--- config.mk ---
export PLATFORM = sky130hd
export DESIGN_NAME = fft_frame_tx_flat
export DESIGN_NICKNAME = d
export VERILOG_FILES = /design/src/rtl/fft_frame_tx_if.sv /design/src/rtl/fft_frame_tx.sv /design/src/flat_wrapper.sv
export SDC_FILE = /design/constraint.sdc
export NUM_CORES = 1
export LEC_CHECK = 0
export CAP_MARGIN = 20
export CORE_MARGIN = 2
export CORE_UTILIZATION = 35
export DETAILED_ROUTE_END_ITERATION = 8
export PLACE_DENSITY_LB_ADDON = 0.2
export SYNTH_ARGS = -nofsm -noshare
export SYNTH_HDL_FRONTEND = slang
export SYNTH_SLANG_ARGS = --single-unit
--- constraint.sdc ---
create_clock -name aclk -period 2.6 [get_ports aclk]
set_input_delay 0.78 -clock aclk [delete_from_list [all_inputs] [get_ports aclk]]
set_output_delay 0.78 -clock aclk [all_outputs]
set_load 0.03 [all_outputs]
--- src/rtl/fft_frame_tx_if.sv ---
// AXI-Stream config and sample channels between fft_frame_tx and the FFT wrapper.
// master drives tdata/tvalid(/tlast); slave returns tready.
interface fft_frame_tx_if #(
  parameter int unsigned DATA_W = 8,
  parameter int unsigned CFG_W  = 8
);
    logic [CFG_W-1:0]  config_data;
    logic              config_valid;
    logic              config_ready;
    logic [DATA_W-1:0] tx_data;
    logic              tx_valid;
    logic              tx_last;
    logic              tx_ready;

    modport master (
        output config_data, config_valid, tx_data, tx_valid, tx_last,
        input  config_ready, tx_ready
    );

    modport slave (
        input  config_data, config_valid, tx_data, tx_valid, tx_last,
        output config_ready, tx_ready
    );
endinterface

--- src/rtl/fft_frame_tx.sv ---
// Frame transmitter: one config word, then N buffered samples with tlast, then a done pulse.
// Optional FFT_FRAME_TX_CNT_EN adds a 16-bit completed-frame counter output.
module fft_frame_tx #(
    parameter int unsigned DATA_W = 8,
    parameter int unsigned N_LOG2 = 3,
    parameter int unsigned CFG_W  = 8
) (
    input  logic              aclk,
    input  logic              aresetn,
    input  logic              wr_en,
    input  logic [N_LOG2-1:0] wr_addr,
    input  logic [DATA_W-1:0] wr_data,
    input  logic              start,
    input  logic [CFG_W-1:0]  cfg_word,
    output logic              busy,
    output logic              done,
`ifdef FFT_FRAME_TX_CNT_EN
    output logic [15:0]       frame_cnt,
`endif
    fft_frame_tx_if.master    axis
);
    localparam int unsigned       N        = 1 << N_LOG2;
    localparam logic [N_LOG2-1:0] LAST_IDX = N_LOG2'(N - 1);

    typedef enum logic [1:0] {IDLE, CFG, DATA, DONE} state_t;

    state_t            state, state_nxt;
    logic              busy_nxt, done_nxt;
    logic [CFG_W-1:0]  cfg_q, cfg_q_nxt;
    logic              cfg_v, cfg_v_nxt;
    logic [DATA_W-1:0] tx_d, tx_d_nxt;
    logic              tx_v, tx_v_nxt;
    logic              tx_l, tx_l_nxt;
    logic [N_LOG2-1:0] idx, idx_nxt, idx_inc;
    logic [DATA_W-1:0] sample_buf [N];

    assign idx_inc = idx + N_LOG2'(1);

    // Host writes are blocked for the whole frame so the stream always reflects the buffer at start.
    always_ff @(posedge aclk) begin
        if (wr_en && !busy) sample_buf[wr_addr] <= wr_data;
    end

    always_comb begin
        state_nxt = state;
        busy_nxt  = busy;
        done_nxt  = done;
        cfg_q_nxt = cfg_q;
        cfg_v_nxt = cfg_v;
        tx_d_nxt  = tx_d;
        tx_v_nxt  = tx_v;
        tx_l_nxt  = tx_l;
        idx_nxt   = idx;
        case (state)
            IDLE: begin
                if (start) begin
                    cfg_q_nxt = cfg_word;
                    cfg_v_nxt = 1'b1;
                    busy_nxt  = 1'b1;
                    state_nxt = CFG;
                end
            end
            CFG: begin
                if (axis.config_ready) begin
                    cfg_v_nxt = 1'b0;
                    tx_d_nxt  = sample_buf[0];
                    tx_v_nxt  = 1'b1;
                    tx_l_nxt  = (N == 1);
                    idx_nxt   = '0;
                    state_nxt = DATA;
                end
            end
            DATA: begin
                if (tx_v && axis.tx_ready) begin
                    if (tx_l) begin
                        tx_v_nxt  = 1'b0;
                        tx_l_nxt  = 1'b0;
                        done_nxt  = 1'b1;
                        state_nxt = DONE;
                    end else begin
                        idx_nxt  = idx_inc;
                        tx_d_nxt = sample_buf[idx_inc];
                        tx_l_nxt = (idx_inc == LAST_IDX);
                    end
                end
            end
            DONE: begin
                done_nxt  = 1'b0;
                busy_nxt  = 1'b0;
                state_nxt = IDLE;
            end
            default: state_nxt = IDLE;
        endcase
    end

    always_ff @(posedge aclk or negedge aresetn) begin
        if (!aresetn) begin
            state <= IDLE;
            busy  <= 1'b0;
            done  <= 1'b0;
            cfg_q <= '0;
            cfg_v <= 1'b0;
            tx_d  <= '0;
            tx_v  <= 1'b0;
            tx_l  <= 1'b0;
            idx   <= '0;
        end else begin
            state <= state_nxt;
            busy  <= busy_nxt;
            done  <= done_nxt;
            cfg_q <= cfg_q_nxt;
            cfg_v <= cfg_v_nxt;
            tx_d  <= tx_d_nxt;
            tx_v  <= tx_v_nxt;
            tx_l  <= tx_l_nxt;
            idx   <= idx_nxt;
        end
    end

`ifdef FFT_FRAME_TX_CNT_EN
    always_ff @(posedge aclk or negedge aresetn) begin
        if (!aresetn)  frame_cnt <= '0;
        else if (done) frame_cnt <= frame_cnt + 16'd1;
    end
`endif

    assign axis.config_data  = cfg_q;
    assign axis.config_valid = cfg_v;
    assign axis.tx_data      = tx_d;
    assign axis.tx_valid     = tx_v;
    assign axis.tx_last      = tx_l;
endmodule
--- src/flat_wrapper.sv ---
// flat-port wrapper written by rule: the top's interface ports become plain ports
module fft_frame_tx_flat 
#(
    parameter int unsigned DATA_W = 8,
    parameter int unsigned N_LOG2 = 3,
    parameter int unsigned CFG_W  = 8
)
  (aclk, aresetn, wr_en, wr_addr, wr_data, start, cfg_word, busy, done, axis_config_data, axis_config_valid, axis_tx_data, axis_tx_valid, axis_tx_last, axis_config_ready, axis_tx_ready);
  fft_frame_tx_if #(.DATA_W(DATA_W), .CFG_W(CFG_W)) axis_i ();
  input  logic aclk;
  input  logic aresetn;
  input  logic wr_en;
  input  logic [N_LOG2-1:0] wr_addr;
  input  logic [DATA_W-1:0] wr_data;
  input  logic start;
  input  logic [CFG_W-1:0] cfg_word;
  output logic busy;
  output logic done;
  output wire logic [$bits(axis_i.config_data)-1:0] axis_config_data;
  output wire logic [$bits(axis_i.config_valid)-1:0] axis_config_valid;
  output wire logic [$bits(axis_i.tx_data)-1:0] axis_tx_data;
  output wire logic [$bits(axis_i.tx_valid)-1:0] axis_tx_valid;
  output wire logic [$bits(axis_i.tx_last)-1:0] axis_tx_last;
  input wire logic [$bits(axis_i.config_ready)-1:0] axis_config_ready;
  input wire logic [$bits(axis_i.tx_ready)-1:0] axis_tx_ready;
  assign axis_config_data = axis_i.config_data;
  assign axis_config_valid = axis_i.config_valid;
  assign axis_tx_data = axis_i.tx_data;
  assign axis_tx_valid = axis_i.tx_valid;
  assign axis_tx_last = axis_i.tx_last;
  assign axis_i.config_ready = axis_config_ready;
  assign axis_i.tx_ready = axis_tx_ready;
  fft_frame_tx #(.DATA_W(DATA_W), .N_LOG2(N_LOG2), .CFG_W(CFG_W)) u_core (.aclk(aclk), .aresetn(aresetn), .wr_en(wr_en), .wr_addr(wr_addr), .wr_data(wr_data), .start(start), .cfg_word(cfg_word), .busy(busy), .done(done), .axis(axis_i));
endmodule
==> impl_summary.txt, run 1 <==
----------------------------------------------------
[Status]
  Result of the run ... complete, no violations

[STA]
  Worst setup skew after layout ... 0.008271 ns
  Number of pins exceeding their max-slew limit in the final report ... 0
  RSZ-0062 raised after global routing ... false
  Min Clock Period, post-route ... 2.341 ns
  Crit share post-route ... 0.9004
  Relative slew slack ... 0.6987
  Final sum of negative setup slack ... 0 ns
  Final worst hold slack ... 0.4963 ns
  Top achievable clock speed ... 0.4272 GHz
  Tightest Pin Transition ... 0.4520 ns
  Count of endpoints failing hold in the final timing report ... 0
  Slack of the critical path ... 0.2589 ns
  Final setup viols ... 0

[Setup path]
  Startpoint class of the critical path ... flop
  Crit Path Class ... reg2out
  Path length in cells of the critical path ... 1
  Largest stage delay, worst path ... 0.73 ns
  Critical path required time ... 1.82 ns
  Largest driver fanout on the critical path ... 8
  Worst reg2reg path endpoint ... u_core.axis.tx_data[6]
  Worst reg2reg setup slack ... 0.38 ns
  End of the critical path ... axis_tx_last
  Worst path top cell family by delay ... buffers and inverters
  Type of destination of the critical path ... output pin
  Worst reg2reg startpoint ... u_core.idx[1]
  Cell at the slowest stage of the critical path ... sky130_fd_sc_hd__clkdlybuf4s50_1
  Cell depth of the worst flop-to-flop path ... 6
  Worst path buffer plus inverter count ... 1
  Data arrival time of the critical path ... 1.56 ns
  Cells along the critical path ... clkdlybuf4s50_1
  Setup crit start ... u_core.axis.tx_last

[Route]
  Routed wl met2 ... 3423 µm
  Detail Route met3 WL ... 426 µm
  Drt drc ... 0
  Uppermost layer routed ... met4
  Aggregate routed wire length ... 7233 µm
  Routed wirelength normalized by instance count ... 17.18 µm
  Vias per inst ... 4.993
  Wire length the detailed router placed on met1 ... 3311 µm
  DR pass1 iterations ... 4
  Post-DRT Antenna Nets ... 0
  Vias after detailed routing ... 2102
  Detailed router's first-iteration violation count ... 86

[Placement]
  Placer Congestion ... 0.7100
  Number of placed instances, taps included ... 405
  Setup WS pre-CTS ... 0.3368 ns
  Port bufs ... 45
  Estimated wirelength of the detail-placed design ... 4871 µm

[Global routing]
  Maximum number of pins on one net before global-route repair ... 27
  Total routing resource utilization after global routing ... 0.1353
  Wire length of the first global-routing pass ... 11430 µm
  Total congestion overflow ... 0
  Number of global-route vias before repair ... 2147
  Initial antenna violation count ... 0

[Layout]
  Fraction of final layout cells with drive strength greater than 1 ... 0.1965
  Area Growth Syn to Fin ... 25.29%
  Ant. Diodes ... 0
  Net count, final ... 311
  Area used by multi-input combinational logic ... 1112 µm²
  Final cell count without fillers ... 421
  Sequential standard cell area ... 2572 µm²
  Filler Cell Count ... 937

[Logic synthesis]
  Number of instances in the synthesized netlist ... 214
  Commonest cells in the synthesized netlist ... 64 x sky130_fd_sc_hd__edfxtp_1, 26 x sky130_fd_sc_hd__dfrtp_1, 13 x sky130_fd_sc_hd__mux4_2
  Most area-consuming cells after synthesis ... sky130_fd_sc_hd__edfxtp_1 51%, sky130_fd_sc_hd__dfrtp_1 17%, sky130_fd_sc_hd__mux4_2 7.8%
  Post-synth ARST share ... 0.2889
  Share of synthesized area occupied by flip-flops and latches ... 0.6879
  Count of flip-flops with a built-in enable after synthesis ... 64
  Total nets after synthesis ... 245
  Cell taking the most area after synthesis ... sky130_fd_sc_hd__edfxtp_1
  Commonest register cell after synthesis ... sky130_fd_sc_hd__edfxtp_1
  Post-synth cell types ... 34
  Syn_area_per_cell ... 17.48 µm²
  Register bit count reported by yosys ... 90
  Leading cell type by number of instances after synthesis ... sky130_fd_sc_hd__edfxtp_1
  Synth top area share ... 0.5139
  Warnings, synthesis ... 0
  Mapped cell area ... 3740 µm²

[Clock network]
  Clock tree sinks ... 90
  Later-pin clock latency in the skew report ... 0.35 ns
  Number of H-tree levels ... 3
  CTS tree ... built
  Number of buffers inserted for hold repair after clock tree synthesis ... 0
  Clk buf depth ... 2
  Root Driver ... sky130_fd_sc_hd__clkbuf_8
  Post-cts resize count ... 0
  CTS clk-pin slew, worst paths ... 0.09 ns
  Setup bufs post-CTS ... 0
  Total CTS buffers ... 9

[Min path]
  Worst hold path cell count ... 1
  Path class of the lowest-slack min-delay path ... reg2reg

[Die]
  I/O pin total ... 46
  Std cell rows ... 37
  Area inside the core boundary ... 10370 µm²
  Horizontal extent of the die ... 107.4 µm
  Area of the die ... 11530 µm²
  Starting utilization of the core area ... 0.3606
  Height of the die ... 107.4 µm

[Power and ir drop]
  Power per cell area ... 1069 nW/µm²
  Peak supply drop ... 413.2 µV
  Final Power ... 5.009 mW
  Leakage power ... 1.721 nW

[Run]
  Max Cap Viol ... 0

----------------------------------------------------
-- where the power goes --
part / internal (mW) / switching, mW
sequential: 1.75 / 0.131
clock: 0.551 / 0.501
combinational: 1.03 / 1.05
total: 3.33 / 1.68
-- cell families (layout without fill, tap and decap cells) --
kind of cell | count (synthesis) | count (layout) | synth area share
AOI/OAI and AO/OA | 34 | 34 | 0.06591
xor gates and xnor gates | 1 | 1 | 0.004350
adders and majority gates | 6 | 6 | 0.02007
buffers and inverters | 12 | 83 | 0.01472
DFF | 90 | 90 | 0.6879
muxes | 35 | 35 | 0.1559
and+or+nand+nor | 36 | 36 | 0.05119
-- area by class of cell --
type | instances | share of cell area
clock buffers | 9 | 0.02644
clock inverters | 7 | 0.02163
inverters | 6 | 0.004806
multi-input cells | 112 | 0.2374
flip-flops and latches | 90 | 0.5490
well taps | 136 | 0.03632
repair buffers | 61 | 0.1244
-- worst min-delay path by stage --
stage | start | end | slack (ns)
final | u_core.axis.config_data[5] | u_core.axis.config_data[5] | 0.50
after global routing | u_core.axis.config_data[4] | u_core.axis.config_data[4] | 0.51
after CTS | u_core.axis.config_data[2] | u_core.axis.config_data[2] | 0.50
after detailed placement | u_core.axis.config_data[2] | u_core.axis.config_data[2] | 0.48
after global placement | u_core.axis.config_data[2] | u_core.axis.config_data[2] | 0.48
after floorplan | aresetn | u_core.axis.config_data[0] | 0.48
-- per-stage QoR --
step | area, µm² | utilization
6_report | 4686 | 0.4519
5_1_grt | 4686 | 0.4519
4_1_cts | 4686 | 0.4519
3_5_place_dp | 4461 | 0.4301
3_3_place_gp | 4461 | 0.4301
2_1_floorplan | 3740 | -
-- cell usage in the layout (no fill, tap or decap), types with 2 or more instances in the layout --
cell,n
sky130_fd_sc_hd__nand2b_1,4
sky130_fd_sc_hd__dfrtp_1,26
sky130_fd_sc_hd__a21bo_1,8
sky130_fd_sc_hd__nand3b_1,2
sky130_fd_sc_hd__a21o_1,2
sky130_fd_sc_hd__clkbuf_8,9
sky130_fd_sc_hd__mux2_1,8
sky130_fd_sc_hd__buf_4,15
sky130_fd_sc_hd__clkinv_4,2
sky130_fd_sc_hd__mux2i_1,2
sky130_fd_sc_hd__clkdlybuf4s50_1,45
sky130_fd_sc_hd__nand3_1,3
sky130_fd_sc_hd__inv_2,2
sky130_fd_sc_hd__bufinv_16,2
sky130_fd_sc_hd__edfxtp_1,64
sky130_fd_sc_hd__nand2_1,9
sky130_fd_sc_hd__a21oi_1,9
sky130_fd_sc_hd__inv_1,4
sky130_fd_sc_hd__a22o_1,3
sky130_fd_sc_hd__mux4_1,3
sky130_fd_sc_hd__o21ai_1,5
sky130_fd_sc_hd__nor3b_1,8
sky130_fd_sc_hd__o21ai_0,2
sky130_fd_sc_hd__nor3_1,2
sky130_fd_sc_hd__nor2_1,7
sky130_fd_sc_hd__ha_1,6
sky130_fd_sc_hd__mux2_2,9
sky130_fd_sc_hd__mux4_2,13
-- layer usage --
metal,global-route usage,vias to the layer above
li1,-,980
met1,0.1732,1050
met2,0.2242,65
met3,0.04177,7
met4,0.03571,0
met5,0,-
-- registers in the layout, indices dropped and copies added (netlist names) --
register / cells
u_core.state: 2
u_core.idx: 3
u_core.done: 1
u_core.axis.config_valid: 1
u_core.axis.tx_valid: 1
u_core.axis.config_data: 8
u_core.sample_buf: 64
u_core.axis.tx_data: 8
u_core.axis.tx_last: 1
u_core.busy: 1
Power figures use the tool's default switching activity.
==> inputs of run 2 (changes only) <==
- CORE_MARGIN: 2 -> 10
- GPL_ROUTABILITY_DRIVEN: unset -> 0
==> run 2 against run 1 <==
Against the previous run:
- clock skew down 0.0025 ns
- sequential power about the same
- register-to-register slack is essentially flat
- flip-flop and latch count unchanged
- clock power is 13% lower
- first-iteration DRC count up 17%
- combinational power barely moved
- critical path depth did not move
- critical endpoint unchanged
- cell count stayed put
- worst setup slack lost 0.014 ns
- clock-buffer cell count did not move
- maximum frequency down 0.59%
==> impl_summary.txt, run 2 (synthesis gave the netlist of run 1 again) <==
----------------------------------------------------
[Layout]
  Final cell count without fillers ... 421 (unchanged)
  Commonest cells after routing, fill and taps aside ... 64 x sky130_fd_sc_hd__edfxtp_1, 45 x sky130_fd_sc_hd__clkdlybuf4s50_1, 26 x sky130_fd_sc_hd__dfrtp_1
  Most common library cell in the layout ignoring fill and taps ... sky130_fd_sc_hd__edfxtp_1
  Filler Cell Count ... 952 (+1.6%)
  Area Growth Syn to Fin ... 24.49%
  Ant. Diodes ... 0 (unchanged)
  Fraction of final layout cells with drive strength greater than 1 ... 0.2000 (+0.003509)
  Number of flip-flops in the largest register ... 64 (unchanged)
  Net count, final ... 311 (unchanged)
  Largest reg by FF count ... u_core.sample_buf

[Clock network]
  Post-cts resize count ... 0 (unchanged)
  CTS tree ... built
  Number of H-tree levels ... 3 (unchanged)
  Root Driver ... sky130_fd_sc_hd__clkbuf_8
  Number of buffers inserted for hold repair after clock tree synthesis ... 0 (unchanged)
  Later-pin clock latency in the skew report ... 0.35 ns (about the same)
  Clock tree sinks ... 90 (unchanged)
  Clk buf depth ... 2 (unchanged)
  Total CTS buffers ... 9 (unchanged)
  Setup bufs post-CTS ... 0 (unchanged)
  CTS clk-pin slew, worst paths ... 0.09 ns (about the same)

[Setup path]
  Worst path buffer plus inverter count ... 1 (unchanged)
  Cell at the slowest stage of the critical path ... sky130_fd_sc_hd__clkdlybuf4s50_1
  Worst reg2reg startpoint ... u_core.idx[1]
  Worst path top cell family by delay ... buffers and inverters
  Worst reg2reg setup slack ... 0.39 ns (about the same)
  Largest stage delay, worst path ... 0.74 ns (about the same)
  Startpoint class of the critical path ... flop
  Cell depth of the worst flop-to-flop path ... 6 (unchanged)
  Data arrival time of the critical path ... 1.57 ns (about the same)
  Critical path required time ... 1.82 ns (about the same)
  Type of destination of the critical path ... output pin
  Cells along the critical path ... clkdlybuf4s50_1
  Worst reg2reg path endpoint ... u_core.axis.tx_data[1]
  Crit Path Class ... reg2out
  Largest driver fanout on the critical path ... 8 (unchanged)

[Min path]
  Worst Hold Endpoint ... u_core.axis.config_data[7]
  Worst hold path cell count ... 1 (unchanged)
  Hold_sp ... u_core.axis.config_data[7]
  Path class of the lowest-slack min-delay path ... reg2reg

[STA]
  Slack of the critical path ... 0.2451 ns (-0.01384 ns)
  RSZ-0062 raised after global routing ... false
  Number of pins exceeding their max-slew limit in the final report ... 0 (unchanged)
  Count of endpoints failing hold in the final timing report ... 0 (unchanged)
  Tightest Pin Transition ... 0.3892 ns (-0.06282 ns)
  Final setup viols ... 0 (unchanged)
  Min Clock Period, post-route ... 2.355 ns (+0.01384 ns)
  Relative slew slack ... 0.7406 (+0.04188)
  Crit share post-route ... 0.9057 (+0.005323)
  Top achievable clock speed ... 0.4246 GHz (-0.59%)
  Worst setup skew after layout ... 0.005804 ns (-0.002467 ns)
  Final sum of negative setup slack ... 0 ns (unchanged)

[Power and ir drop]
  Power per cell area ... 1042 nW/µm² (-2.5%)
  Peak supply drop ... 497.2 µV (+20%)
  Leakage power ... 1.701 nW (-1.1%)

[Global routing]
  Initial antenna violation count ... 0 (unchanged)
  Number of global-route vias before repair ... 2128 (-0.88%)
  Total congestion overflow ... 0 (unchanged)
  Wire length of the first global-routing pass ... 11630 µm (+1.8%)
  Total routing resource utilization after global routing ... 0.1013 (-0.03395)
  Maximum number of pins on one net before global-route repair ... 27 (unchanged)

[Route]
  Vias after detailed routing ... 2071 (-1.5%)
  Drt drc ... 0 (unchanged)
  Post-DRT Antenna Nets ... 0 (unchanged)
  Routed wirelength normalized by instance count ... 17.57 µm (+2.2%)
  Detailed router's first-iteration violation count ... 101 (+17%)
  Aggregate routed wire length ... 7395 µm (+2.2%)
  Vias per inst ... 4.919 (-1.5%)
  DR pass1 iterations ... 4 (unchanged)

[Die]
  Area of the die ... 15220 µm² (+32%)
  Height of the die ... 123.4 µm (+15%)
  Starting utilization of the core area ... 0.3606 (unchanged)
  Horizontal extent of the die ... 123.4 µm (+15%)
  I/O pin total ... 46 (unchanged)
  Std cell rows ... 37 (unchanged)
  Area inside the core boundary ... 10370 µm² (unchanged)

[Placement]
  Setup WS pre-CTS ... 0.2983 ns (-0.03850 ns)
  Port bufs ... 45 (unchanged)
  Number of placed instances, taps included ... 405 (unchanged)
  Estimated wirelength of the detail-placed design ... 5263 µm (+8.0%)

[Run]
  Max Cap Viol ... 0 (unchanged)

[Status]
  Result of the run ... complete, no violations

----------------------------------------------------
## run 2: final cells by class
type,count,area (µm²),share of cell area
timing repair buffer,61,583.1,0.1252
clock inverter,7,71.32,0.01532
inverter,6,22.52,0.004837
clock buffer,9,123.9,0.02661
sequential,90,2572,0.5525
multi-input combinational,112,1112,0.2389
tap,136,170.2,0.03655
## run 2: where the power goes
group          internal (mW)  switching (mW)
Clock                  0.373           0.543
Sequential              1.75           0.129
Combinational           1.02            1.04
Total                   3.14            1.71
## run 2: worst max path at each step
stage,startpoint,depth (start not counted),end,slack (ns)
6_report,u_core.axis.tx_last,1,axis_tx_last,0.25
5_1_grt,u_core.axis.tx_last,1,axis_tx_last,0.18
4_1_cts,u_core.axis.tx_last,1,axis_tx_last,0.23
3_5_place_dp,axis_config_ready,6,u_core.axis.tx_data[1],0.30
3_3_place_gp,axis_tx_ready,6,u_core.axis.tx_data[3],0.33
2_1_floorplan,u_core.idx[1],6,u_core.axis.tx_data[0],0.28
## run 2: routing by layer
metal | up-vias | part of all wire | GRT usage
met1 | 1042 | 0.48 | 0.1352
met5 | - | 0 | 0
met2 | 52 | 0.46 | 0.1495
met3 | 4 | 0.054 | 0.03145
met4 | 0 | 0.0072 | 0.04367
li1 | 973 | - | -
## run 2: per-stage QoR
step             util  area, µm²  power (mW)  hold WS [ns]
6_report       0.4490       4656       4.853        0.4994
5_1_grt        0.4490       4656       5.159        0.5092
4_1_cts        0.4490       4656       4.936        0.5032
3_5_place_dp   0.4301       4461       4.018        0.4816
3_3_place_gp   0.4301       4461       3.997        0.4739
2_1_floorplan       -       3740       3.273        0.4844
==> inputs of run 3 (changes only) <==
- CORE_UTILIZATION: 35 -> 31
- SLEW_MARGIN: unset -> 20
==> run 3 against run 2 <==
Against the previous run:
- critical path depth did not move
- via count decreased by 1.6%
- non-clock buffer count increased by 1
- die area rose by 11%
- cell count increased by 2.9%
- register-to-register slack hardly changed
- sequential share of layout area is 1.3 points lower
- global-route usage down 0.87 points
- worst setup slack improved by 0.036 ns
- flip-flop and latch count unchanged
- hold slack worse by 0.012 ns
- total power increased by 6.9%
==> impl_summary.txt, run 3 (synthesis gave the netlist of run 1 again) <==
----------------------------------------------------
[Clock network]
  Clk buf depth ... 2 (unchanged)
  CTS tree ... built
  Total CTS buffers ... 9 (unchanged)
  CTS clk-pin slew, worst paths ... 0.06 ns (-0.03 ns)
  Later-pin clock latency in the skew report ... 0.34 ns (about the same)
  Root Driver ... sky130_fd_sc_hd__clkbuf_16
  Setup bufs post-CTS ... 0 (unchanged)
  Number of buffers inserted for hold repair after clock tree synthesis ... 0 (unchanged)
  Post-cts resize count ... 0 (unchanged)
  Number of H-tree levels ... 3 (unchanged)
  Clock tree sinks ... 90 (unchanged)

[Route]
  Vias per inst ... 4.704 (-4.4%)
  Aggregate routed wire length ... 7499 µm (+1.4%)
  Vias after detailed routing ... 2037 (-1.6%)
  Post-DRT Antenna Nets ... 0 (unchanged)
  DR pass1 iterations ... 4 (unchanged)
  Routed wirelength normalized by instance count ... 17.32 µm (-1.4%)
  Detailed router's first-iteration violation count ... 84 (-17%)
  Drt drc ... 0 (unchanged)

[Setup path]
  Worst path buffer plus inverter count ... 1 (unchanged)
  Largest driver fanout on the critical path ... 8 (unchanged)
  Cells along the critical path ... clkdlybuf4s50_1
  Critical path required time ... 1.82 ns (about the same)
  Data arrival time of the critical path ... 1.54 ns (-0.03 ns)
  Worst path top cell family by delay ... buffers and inverters
  Largest stage delay, worst path ... 0.74 ns (about the same)
  Cell at the slowest stage of the critical path ... sky130_fd_sc_hd__clkdlybuf4s50_1
  Crit Path Class ... reg2out
  Type of destination of the critical path ... output pin
  Startpoint class of the critical path ... flop

[Layout]
  Largest reg by FF count ... u_core.sample_buf
  Fraction of final layout cells with drive strength greater than 1 ... 0.2028 (+0.002797)
  Commonest cells after routing, fill and taps aside ... 64 x sky130_fd_sc_hd__edfxtp_1, 45 x sky130_fd_sc_hd__clkdlybuf4s50_1, 26 x sky130_fd_sc_hd__dfrtp_1
  Most common library cell in the layout ignoring fill and taps ... sky130_fd_sc_hd__edfxtp_1
  Filler Cell Count ... 1108 (+16%)
  Ant. Diodes ... 0 (unchanged)
  Net count, final ... 312 (+0.32%)
  Area Growth Syn to Fin ... 27.50%
  Number of flip-flops in the largest register ... 64 (unchanged)

[STA]
  Count of endpoints failing hold in the final timing report ... 0 (unchanged)
  RSZ-0062 raised after global routing ... false
  Relative slew slack ... 0.6964 (-0.04419)
  Final setup viols ... 0 (unchanged)
  Worst setup skew after layout ... 0.006311 ns (+0.0005069 ns)
  Final worst hold slack ... 0.4874 ns (-0.01206 ns)
  Number of pins exceeding their max-slew limit in the final report ... 0 (unchanged)
  Final sum of negative setup slack ... 0 ns (unchanged)
  Top achievable clock speed ... 0.4312 GHz (+1.5%)
  Crit share post-route ... 0.8920 (-0.01372)
  Min Clock Period, post-route ... 2.319 ns (-0.03567 ns)
  Tightest Pin Transition ... 0.4555 ns (+0.06629 ns)

[Power and ir drop]
  Peak supply drop ... 480.9 µV (-3.3%)
  Leakage power ... 1.753 nW (+3.0%)
  Power per cell area ... 1088 nW/µm² (+4.3%)

[Min path]
  Path class of the lowest-slack min-delay path ... reg2reg

[Die]
  Area of the die ... 16860 µm² (+11%)
  Starting utilization of the core area ... 0.3140 (-0.04667)
  Height of the die ... 129.8 µm (+5.2%)
  Area inside the core boundary ... 11910 µm² (+15%)
  I/O pin total ... 46 (unchanged)
  Horizontal extent of the die ... 129.8 µm (+5.2%)
  Std cell rows ... 40 (+8.1%)

[Global routing]
  Wire length of the first global-routing pass ... 11770 µm (+1.2%)
  Number of global-route vias before repair ... 2188 (+2.8%)
  Total congestion overflow ... 0 (unchanged)
  Total routing resource utilization after global routing ... 0.09262 (-0.008729)
  Initial antenna violation count ... 0 (unchanged)
  Maximum number of pins on one net before global-route repair ... 27 (unchanged)

[Run]
  Max Cap Viol ... 0 (unchanged)

[Placement]
  Estimated wirelength of the detail-placed design ... 5407 µm (+2.7%)
  Port bufs ... 45 (unchanged)

[Status]
  Result of the run ... complete, no violations

----------------------------------------------------
-- run 3: cell count changes in the layout (fill, tap and decap cells not counted), sizes merged --
cell,change
clkinvlp,-1
clkinv,+1
buf,+1
-- run 3: layout make-up --
type                       instances  area [µm²]  area share
multi-input combinational        112        1112      0.2333
sequential                        90        2572      0.5395
timing repair buffer              62       590.6      0.1239
tap                              147       183.9     0.03857
clock inverter                     7       61.31     0.01286
inverter                           6       22.52    0.004723
clock buffer                       9       225.2     0.04723
-- run 3: metal layers --
layer  part of all wire  track usage  up-vias
met3              0.059      0.03813        6
li1                   -            -      976
met2               0.45       0.1451       50
met5                  0            0        -
met1               0.47       0.1147     1005
met4              0.011      0.02778        0
-- run 3: report_power, final --
| group | internal [mW] | switching [mW] | leakage [nW] |
|---|---|---|---|
| clock | 0.666 | 0.563 | 0.140 |
| combinational | 1.03 | 1.05 | 0.721 |
| sequential | 1.75 | 0.126 | 0.893 |
| total | 3.45 | 1.74 | 1.75 |
-- run 3: path summary, 6_finish.rpt --
kind,startpoint,to,slack [ns],cells after the start
max in group asynchronous,aresetn,u_core.axis.config_data[6],1.52,2
min in group asynchronous,aresetn,u_core.busy,0.81,2
max,u_core.axis.tx_last,axis_tx_last,0.28,1
min reg2reg,u_core.axis.config_data[6],u_core.axis.config_data[6],0.49,1
min,u_core.axis.config_data[6],u_core.axis.config_data[6],0.49,1
max reg2reg,u_core.idx[1],u_core.axis.tx_data[0],0.40,6
-- run 3: stage by stage --
step | worst slack, ns | util | cell area [µm²] | total power [mW] | cells
detailed placement | 0.2812 | 0.3763 | 4482 | 4.038 | 417
CTS | 0.2593 | 0.4003 | 4768 | 5.286 | 433
global placement | 0.3196 | 0.3763 | 4482 | 4.026 | 417
global route | 0.1988 | 0.4003 | 4768 | 5.492 | 433
finish | 0.2807 | 0.4003 | 4768 | 5.186 | 433
floorplan | 0.2829 | - | 3740 | 3.273 | 214
